## config.mk

```make
export PLATFORM = sky130hd
export DESIGN_NAME = frame_write_ctrl
export DESIGN_NICKNAME = d
export VERILOG_FILES = /design/src/rtl/snake_pkg.sv /design/src/rtl/spi_packet_parser.sv /design/src/rtl/frame_write_ctrl.sv
export SDC_FILE = /design/constraint.sdc
export NUM_CORES = 1
export LEC_CHECK = 0
export ABC_AREA = 1
export CORE_ASPECT_RATIO = 1.25
export CORE_MARGIN = 2
export CORE_UTILIZATION = 40
export DETAILED_ROUTE_END_ITERATION = 8
export PLACE_DENSITY_LB_ADDON = 0.12
export SYNTH_ARGS = -nofsm -noshare
export SYNTH_HDL_FRONTEND = slang
export SYNTH_SLANG_ARGS = --single-unit
export TNS_END_PERCENT = 100
```

## constraint.sdc

```tcl
create_clock -name clk -period 5.7 [get_ports clk]
set_input_delay 1.14 -clock clk [delete_from_list [all_inputs] [get_ports clk]]
set_output_delay 1.14 -clock clk [all_outputs]
set_load 0.05 [all_outputs]
```

## src/rtl/snake_pkg.sv

```systemverilog
// Shared definitions for the frame write controller.
// Holds the parser and executor state encodings, header opcodes, default
// frame geometry and the command-buffer record. The record fields are sized
// for the widest supported configuration; users truncate to their widths.
package snake_pkg;

    localparam int DEF_COLS   = 40;
    localparam int DEF_ROWS   = 30;
    localparam int CMD_ADDR_W = 16;
    localparam int CMD_VAL_W  = 8;

    localparam logic [1:0] OP_WRITE = 2'b00;
    localparam logic [1:0] OP_CLEAR = 2'b01;

    typedef enum logic [1:0] {
        P_HDR = 2'd0,
        P_X   = 2'd1,
        P_Y   = 2'd2
    } parse_state_t;

    typedef enum logic [1:0] {
        E_IDLE  = 2'd0,
        E_WRITE = 2'd1,
        E_CLEAR = 2'd2
    } exec_state_t;

    typedef struct packed {
        logic [1:0]            kind;
        logic [CMD_ADDR_W-1:0] addr;
        logic [CMD_VAL_W-1:0]  value;
    } cmd_t;

endpackage

```

## src/rtl/spi_packet_parser.sv

```systemverilog
// SPI packet parser: turns header/x/y bytes into WRITE and CLEAR commands.
// Ports:
//   clk, reset          clock, asynchronous active-high reset
//   cs, rx_byte,        SPI chip-select and received byte with its
//   rx_valid            one-cycle valid strobe
//   cmd_valid           command completes this cycle (combinational)
//   cmd_kind            OP_WRITE / OP_CLEAR
//   cmd_addr            y*COLS+x for WRITE
//   cmd_value           tile value (WRITE data or CLEAR fill)
//   err_range           one-cycle pulse after an out-of-range WRITE
module spi_packet_parser
    import snake_pkg::*;
#(
    parameter int COLS   = DEF_COLS,
    parameter int ROWS   = DEF_ROWS,
    parameter int ADDR_W = 11,
    parameter int TILE_W = 4
) (
    input  logic              clk,
    input  logic              reset,
    input  logic              cs,
    input  logic [7:0]        rx_byte,
    input  logic              rx_valid,
    output logic              cmd_valid,
    output logic [1:0]        cmd_kind,
    output logic [ADDR_W-1:0] cmd_addr,
    output logic [TILE_W-1:0] cmd_value,
    output logic              err_range
);

    parse_state_t state_r;
    parse_state_t state_next_s;
    logic [7:0]   x_r;
    logic [3:0]   hdr_value_r;
    logic         err_range_r;
    logic         range_bad_s;
    logic         accept_s;
    logic         in_range_s;

    assign accept_s   = rx_valid & cs;
    // In P_Y the incoming byte is y; the range test uses the full bytes.
    assign in_range_s = (32'(x_r) < COLS) && (32'(rx_byte) < ROWS);
    assign cmd_addr   = (ADDR_W'(rx_byte[4:0]) * ADDR_W'(COLS)) + ADDR_W'(x_r[5:0]);
    // A CLEAR completes on its header byte, so the fill comes straight from it.
    assign cmd_value  = (state_r == P_HDR) ? TILE_W'(rx_byte[3:0]) : TILE_W'(hdr_value_r);
    assign err_range  = err_range_r;

    // Next-state and command-completion decode.
    always_comb begin
        state_next_s = state_r;
        cmd_valid    = 1'b0;
        cmd_kind     = OP_WRITE;
        range_bad_s  = 1'b0;
        case (state_r)
            P_HDR: begin
                if (accept_s && (rx_byte[7:6] == OP_WRITE)) begin
                    state_next_s = P_X;
                end else if (accept_s && (rx_byte[7:6] == OP_CLEAR)) begin
                    cmd_valid = 1'b1;
                    cmd_kind  = OP_CLEAR;
                end else begin
                    state_next_s = P_HDR;
                end
            end
            P_X: begin
                if (!cs) begin
                    state_next_s = P_HDR;
                end else if (rx_valid) begin
                    state_next_s = P_Y;
                end else begin
                    state_next_s = P_X;
                end
            end
            P_Y: begin
                if (!cs) begin
                    state_next_s = P_HDR;
                end else if (rx_valid) begin
                    state_next_s = P_HDR;
                    if (in_range_s) begin
                        cmd_valid = 1'b1;
                    end else begin
                        range_bad_s = 1'b1;
                    end
                end else begin
                    state_next_s = P_Y;
                end
            end
            default: begin
                state_next_s = P_HDR;
            end
        endcase
    end

    // Parser state, captured header value and x byte, range-error pulse.
    always_ff @(posedge clk or posedge reset) begin
        if (reset) begin
            state_r     <= P_HDR;
            x_r         <= 8'd0;
            hdr_value_r <= 4'd0;
            err_range_r <= 1'b0;
        end else begin
            state_r     <= state_next_s;
            err_range_r <= range_bad_s;
            if ((state_r == P_HDR) && accept_s) begin
                hdr_value_r <= rx_byte[3:0];
            end
            if ((state_r == P_X) && accept_s) begin
                x_r <= rx_byte;
            end
        end
    end

endmodule

```

## src/rtl/frame_write_ctrl.sv

```systemverilog
// Frame write controller: SPI packets -> one-entry command buffer -> tile
// memory write executor (single writes and full-frame clears).
// Ports:
//   clk, reset            clock, asynchronous active-high reset
//   cs, rx_byte, rx_valid SPI byte stream
//   mem_ready             memory write port available this cycle
//   mem_we, mem_addr,     tile-memory write port
//   mem_wdata
//   busy                  buffer occupied or executor active
//   err_range             pulse: out-of-range WRITE dropped
//   err_overflow          pulse: completed command dropped, buffer full
module frame_write_ctrl
    import snake_pkg::*;
#(
    parameter int COLS   = DEF_COLS,
    parameter int ROWS   = DEF_ROWS,
    parameter int ADDR_W = 11,
    parameter int TILE_W = 4
) (
    input  logic              clk,
    input  logic              reset,
    input  logic              cs,
    input  logic [7:0]        rx_byte,
    input  logic              rx_valid,
    input  logic              mem_ready,
    output logic              mem_we,
    output logic [ADDR_W-1:0] mem_addr,
    output logic [TILE_W-1:0] mem_wdata,
    output logic              busy,
    output logic              err_range,
    output logic              err_overflow
);

    localparam logic [ADDR_W-1:0] CLR_LAST = ADDR_W'(COLS * ROWS - 1);

    logic              cmd_valid_s;
    logic [1:0]        cmd_kind_s;
    logic [ADDR_W-1:0] cmd_addr_s;
    logic [TILE_W-1:0] cmd_value_s;

    cmd_t              cmd_buf_r;
    logic              buf_valid_r;
    logic              pop_s;
    logic              push_s;
    logic              ovf_s;
    logic              err_overflow_r;

    exec_state_t       exec_r;
    exec_state_t       exec_next_s;
    logic [ADDR_W-1:0] cur_addr_r;
    logic [TILE_W-1:0] cur_value_r;
    logic [ADDR_W-1:0] clr_addr_r;

    spi_packet_parser #(
        .COLS   (COLS),
        .ROWS   (ROWS),
        .ADDR_W (ADDR_W),
        .TILE_W (TILE_W)
    ) u_parser (
        .clk       (clk),
        .reset     (reset),
        .cs        (cs),
        .rx_byte   (rx_byte),
        .rx_valid  (rx_valid),
        .cmd_valid (cmd_valid_s),
        .cmd_kind  (cmd_kind_s),
        .cmd_addr  (cmd_addr_s),
        .cmd_value (cmd_value_s),
        .err_range (err_range)
    );

    // A new command may take the slot in the same cycle the old one leaves.
    assign push_s       = cmd_valid_s && (!buf_valid_r || pop_s);
    assign ovf_s        = cmd_valid_s && !push_s;
    assign busy         = buf_valid_r || (exec_r != E_IDLE);
    assign err_overflow = err_overflow_r;

    // Executor next-state, buffer pop and memory port drive.
    always_comb begin
        exec_next_s = exec_r;
        pop_s       = 1'b0;
        mem_we      = 1'b0;
        mem_addr    = '0;
        mem_wdata   = '0;
        case (exec_r)
            E_IDLE: begin
                if (buf_valid_r) begin
                    pop_s       = 1'b1;
                    exec_next_s = (cmd_buf_r.kind == OP_CLEAR) ? E_CLEAR : E_WRITE;
                end else begin
                    exec_next_s = E_IDLE;
                end
            end
            E_WRITE: begin
                mem_we    = mem_ready;
                mem_addr  = cur_addr_r;
                mem_wdata = cur_value_r;
                if (mem_ready) begin
                    exec_next_s = E_IDLE;
                end else begin
                    exec_next_s = E_WRITE;
                end
            end
            E_CLEAR: begin
                mem_we    = mem_ready;
                mem_addr  = clr_addr_r;
                mem_wdata = cur_value_r;
                if (mem_ready && (clr_addr_r == CLR_LAST)) begin
                    exec_next_s = E_IDLE;
                end else begin
                    exec_next_s = E_CLEAR;
                end
            end
            default: begin
                exec_next_s = E_IDLE;
            end
        endcase
    end

    // One-entry command buffer and overflow pulse.
    always_ff @(posedge clk or posedge reset) begin
        if (reset) begin
            cmd_buf_r      <= '0;
            buf_valid_r    <= 1'b0;
            err_overflow_r <= 1'b0;
        end else begin
            err_overflow_r <= ovf_s;
            if (push_s) begin
                cmd_buf_r.kind  <= cmd_kind_s;
                cmd_buf_r.addr  <= CMD_ADDR_W'(cmd_addr_s);
                cmd_buf_r.value <= CMD_VAL_W'(cmd_value_s);
                buf_valid_r     <= 1'b1;
            end else if (pop_s) begin
                buf_valid_r <= 1'b0;
            end
        end
    end

    // Executor state, latched command and clear address counter.
    always_ff @(posedge clk or posedge reset) begin
        if (reset) begin
            exec_r      <= E_IDLE;
            cur_addr_r  <= '0;
            cur_value_r <= '0;
            clr_addr_r  <= '0;
        end else begin
            exec_r <= exec_next_s;
            if (pop_s) begin
                cur_addr_r  <= ADDR_W'(cmd_buf_r.addr);
                cur_value_r <= TILE_W'(cmd_buf_r.value);
                clr_addr_r  <= '0;
            end else if ((exec_r == E_CLEAR) && mem_ready) begin
                clr_addr_r <= clr_addr_r + ADDR_W'(1);
            end
        end
    end

endmodule

```

Word-level counts from Yosys, hierarchy flattened
Cells that the tools add are included.
Word-level totals
  flip-flop bits (word level): 62
  logic and storage cells: 82
Operators by class
  add/subtract/negate cells: 2
  multipliers: 1
  $lt $le $gt $ge: 2
  eq/ne operators: 8
  muxes and demuxes: 35
  bitwise operators: 1
  reduce and logical (&&, ||, !) cells: 20
Operator list (number)
  $mux W11: 2
  $mux W2: 11
  $pmux W11 S2: 1
  $mux W1: 16
  $pmux W2 S3: 2
  $add A11 B1 Y11 const B: 1
  $add A11 B6 Y11: 1
  $eq A11 B11 Y1 const B: 1
  $logic_and A1 B1 Y1: 9
  $eq A2 B1 Y1 const B: 4
  $lt A8 B5 Y1 const B: 1
  $lt A8 B6 Y1 const B: 1
  $mul A5 B3 Y8 const B: 1
  $mux W4: 2
  $logic_not A2 Y1: 3
  $reduce_bool A2 Y1: 3
  $eq A2 B2 Y1 const B: 2
  $ne A3 B2 Y1 const B: 1
  $logic_not A1 Y1: 2
  $logic_or A1 B1 Y1: 2
  $pmux W1 S2: 1
  $reduce_or A2 Y1: 1
  $and A1 B1 Y1: 1

Depth between registers and ports, before layout
  depth after elaboration: 9
  gate-level depth with buffers: 12
  mapped depth without buffers: 12

Cells and area by module
From an unflattened synthesis, not the netlist that was laid out.
Second synthesis, totals
  cells, all modules: 448
  area, all modules: 3392.0 µm²
By module, submodules not included
  frame_write_ctrl: instances 1, cells an instance 308, area each 2318.5 µm²
  spi_packet_parser: instances 1, cells an instance 140, area each 1073.5 µm²

Worst setup path before layout
No wires, ideal clock.
  kind: register to output
  start: register exec_r[0]
  end: output mem_addr[10]
  data arrival time: 1780 ps
  required time: 4560 ps
  setup slack: 2780 ps
  cell stages (with the launch flop): 6
  path buffers: 1
  cell sequence: dfrtp_1 > inv_1 > ha_1 > inv_1 > clkbuf_1 > a21oi_1
Between the ends
  longest elaborated chain between the ends: 2
  elaborated cells between the ends (all ways): 3
RTL lines
  from (decl): RTL line frame_write_ctrl.sv:48  | exec_state_t exec_r;
  from (signal assigned): RTL line frame_write_ctrl.sv:147  | exec_r <= exec_next_s;
  $eq A2 B2 Y1 or $eq A2 B1 Y1 (tied branches): RTL line frame_write_ctrl.sv:85  | case (exec_r)
  $pmux W11 S2 *: RTL line frame_write_ctrl.sv:85
  to (decl): RTL line frame_write_ctrl.sv:27  | output logic [ADDR_W-1:0] mem_addr,
Every way passes the cells marked *; elsewhere a longest branch is shown, timed or not.

Final worst setup path
  start: input mem_ready
  end: output mem_we
Between the ends
  longest elaborated chain between the ends: 1
RTL lines
  from (decl): RTL line frame_write_ctrl.sv:25  | input logic mem_ready,
  $mux W1: RTL line frame_write_ctrl.sv:85
  to (decl): RTL line frame_write_ctrl.sv:26  | output logic mem_we,
No other way between the ends.

==> metrics.txt <==
R2R Path End=clr_addr_r[3]$_DFFE_PP0P_; Synth area leader=dfrtp_1; Clock Latency Late Sink=0.34 ns; start point of the critical path=mem_ready; Max clock buf depth=2; final setup TNS=0 ns; critical-path maximum fanout=4; WP buf/inv=3; layout cell share with drive strength beyond 1=just over 6%; initial drt markers=98; Crit-path slowest cell=clkdlybuf4s50_1; Die Ht=106 um; largest net degree at the start of global routing=62; Finish-stage setup viols=0; cell count of the worst reg-to-reg path=6; Post-DP HPWL=a little over 5000 um; commonest non-fill, non-tap cell in the layout=nand2_1; Final Critical Period=3.71 ns; Worst-Margin Slew=roughly 0.77 ns; Tcrit/Tclk final=65.0%; DRT Wirelength=6920 um; Antenna diodes=0; syn avg cell area=7.61 sq um; Max Clock Freq=270 MHz; Yosys warnings=0; Initial Util=40.7%; post-synthesis register bit count=61; Worst-path clk slew=~0.06 ns; CTS sink cnt=61; number of global-route vias before repair=2,794; Synth-to-Final Area Change=17.6%; Worst Setup Path Type=primary input to output port; crit end category=output port; count of final max-slew check failures=0; hold_sp=cmd_buf_r[14]$_DFFE_PP0P_; CP Cell Sequence=clkdlybuf4s50_1, nand2_1, inv_1, clkdlybuf4s50_1; Top cell by count, worst path=clkdlybuf4s50_1; post-synthesis cell type count=29; maxcap violations=0; sequential area share after synthesis=a little under half; R2R Path Start=exec_r[0]$_DFF_PP0_; Crit path arrival time=2.57 ns; wire length per cell=between 10 and 15 um; CP Launch Type=primary input; Die X=between 80 and 90 um; Net Count, Synth=465; clk_skew=0.00915 ns; gr ovfl total=0; CTS Hold Bufs=0; worst vdd ir=197 uV; global-route wire length before repair=12,600 um; worst min path class=flop to flop; num ports=32; deepest level of the CTS H-tree=3; total power=1420 uW; non-filler instance count after layout=approximately 570; detailed-route DRC error count=0; router iterations before antenna repair=6; Pleak=0.00195 uW; Util after Layout=between 40% and 50%; Tot GR Track Use=17.6%; Worst Hold End=cur_addr_r[6]$_DFFE_PP0P_; Mapped Cells=436; gpl congestion=0.769; Power Density=363 nW/um^2; top post-synthesis cells by area=dfrtp_1 (46%), nand2_1 (20%), ha_1 (5.3%); CTS tree=built; most frequent cells in the layout=nand2_1 (174), dfrtp_1 (61), inv_1 (42), clkdlybuf4s50_1 (31), nand3_1 (25); Clock Tree Root=clkbuf_8; post-CTS sizing=0; Worst EP required=4.56 ns; CTS Buf Count=9; RSZ-0062 raised after global routing=false; Mapped Area=3320 sq um; Port Buf Inserts=31; crit-path max cell delay=0.78 ns; post-CTS setup buffers=0; number of cell rows=37; placed insts=553; Core Area=around 8100 sq um; die area=9050 sq um; initial antenna violation count=0; antenna viol nets, final=0; status=finished clean; Worst Hold Path Cells=2; Largest delay share family, worst path=buffers and inverters; Final Hold Vio Count=0; vias per inst=4.79; Synth top area share=46.0%; Vias=~2,700; r2r setup slk=3.56 ns; fin nets=496; Relative slew margins=48.5%
-- how the worst max path moves through the flow --
stage	end	slack (ns)	depth (start not counted)
finish	mem_we	1.99	4
global route	mem_addr[3]	1.90	5
CTS	mem_we	1.99	4
detailed placement	mem_we	1.99	4
global placement	mem_we	2.01	4
floorplan	mem_addr[10]	2.78	5
-- state kept, by name (all words and copies together) (netlist names), 2 cells and up --
name and flops:
cmd_buf_r 16, clr_addr_r 11, cur_addr_r 11, u_parser.x_r 8, cur_value_r 4, u_parser.hdr_value_r 4
exec_r 2, u_parser.state_r 2
-- cells in the mapped netlist --
cell type	count
nor2_1	23
o32ai_1	1
clkbuf_1	6
o21ai_0	24
a21oi_1	20
buf_2	3
o21a_1	1
nor2_2	1
nand3_1	25
nand2_1	174
inv_1	43
buf_6	2
ha_1	14
dfrtp_1	61
nand2_2	2
nand4_2	1
nand3_2	2
clkinv_1	2
xnor2_1	2
inv_2	3
fa_1	2
nor3_1	5
a21boi_0	1
o31ai_1	1
nand4_1	10
nand3b_1	2
xor2_1	1
nand2_4	3
buf_4	1
-- layer usage --
layer  vias up  global-route usage (%)  routed length, um
met4         0                    7.14                133
met1      1227                    20.4               3140
met5         -                       0                  0
li1       1452                       -                  -
met3        10                    5.09                209
met2        37                    30.1               3440
-- area by class of cell --
type                    count  area (sq um)
fillers                   822          4250
repair buffers             32           318
clock inverters             3          42.5
multi-input cells         315          1550
clock buffers              13           169
inverters                  48           180
flip-flops and latches     61          1530
well taps                  97           121
-- logic make-up (layout without fill, tap and decap cells) --
| logic type | after synthesis | count (layout) | share of synthesized area (%) |
|---|---|---|---|
| XOR/XNOR | 3 | 3 | 0.792 |
| AND/OR/NAND/NOR | 248 | 248 | 31.7 |
| adder cells (fa/ha/maj) | 16 | 16 | 6.48 |
| buffers and inverters | 60 | 96 | 7.46 |
| AO/OA/AOI/OAI | 48 | 48 | 7.58 |
| flip-flops | 61 | 61 | 46.0 |
-- power breakdown --
part | leakage [uW] | internal, uW | switching (uW)
clock | 0.000106 | 237 | 164
combinational | 0.00105 | 138 | 261
sequential | 0.000800 | 544 | 71.8
-- worst min-delay path, cell delays in order, from the launching register on --
cell     delay (ns)
dfrtp_1        0.34
nand2_1        0.05
nand2_1        0.04
-- metrics by stage --
stage | hold slack, ns | instance area, sq um | setup WS [ns]
final | 0.466 | 3900 | 1.99
after global routing | 0.496 | 3900 | 1.90
after CTS | 0.468 | 3900 | 1.99
after detailed placement | 0.453 | 3690 | 1.99
after global placement | 0.453 | 3690 | 2.01
after floorplan | 0.442 | 3320 | 2.78
Note: power is estimated with default switching activity, not from simulation.
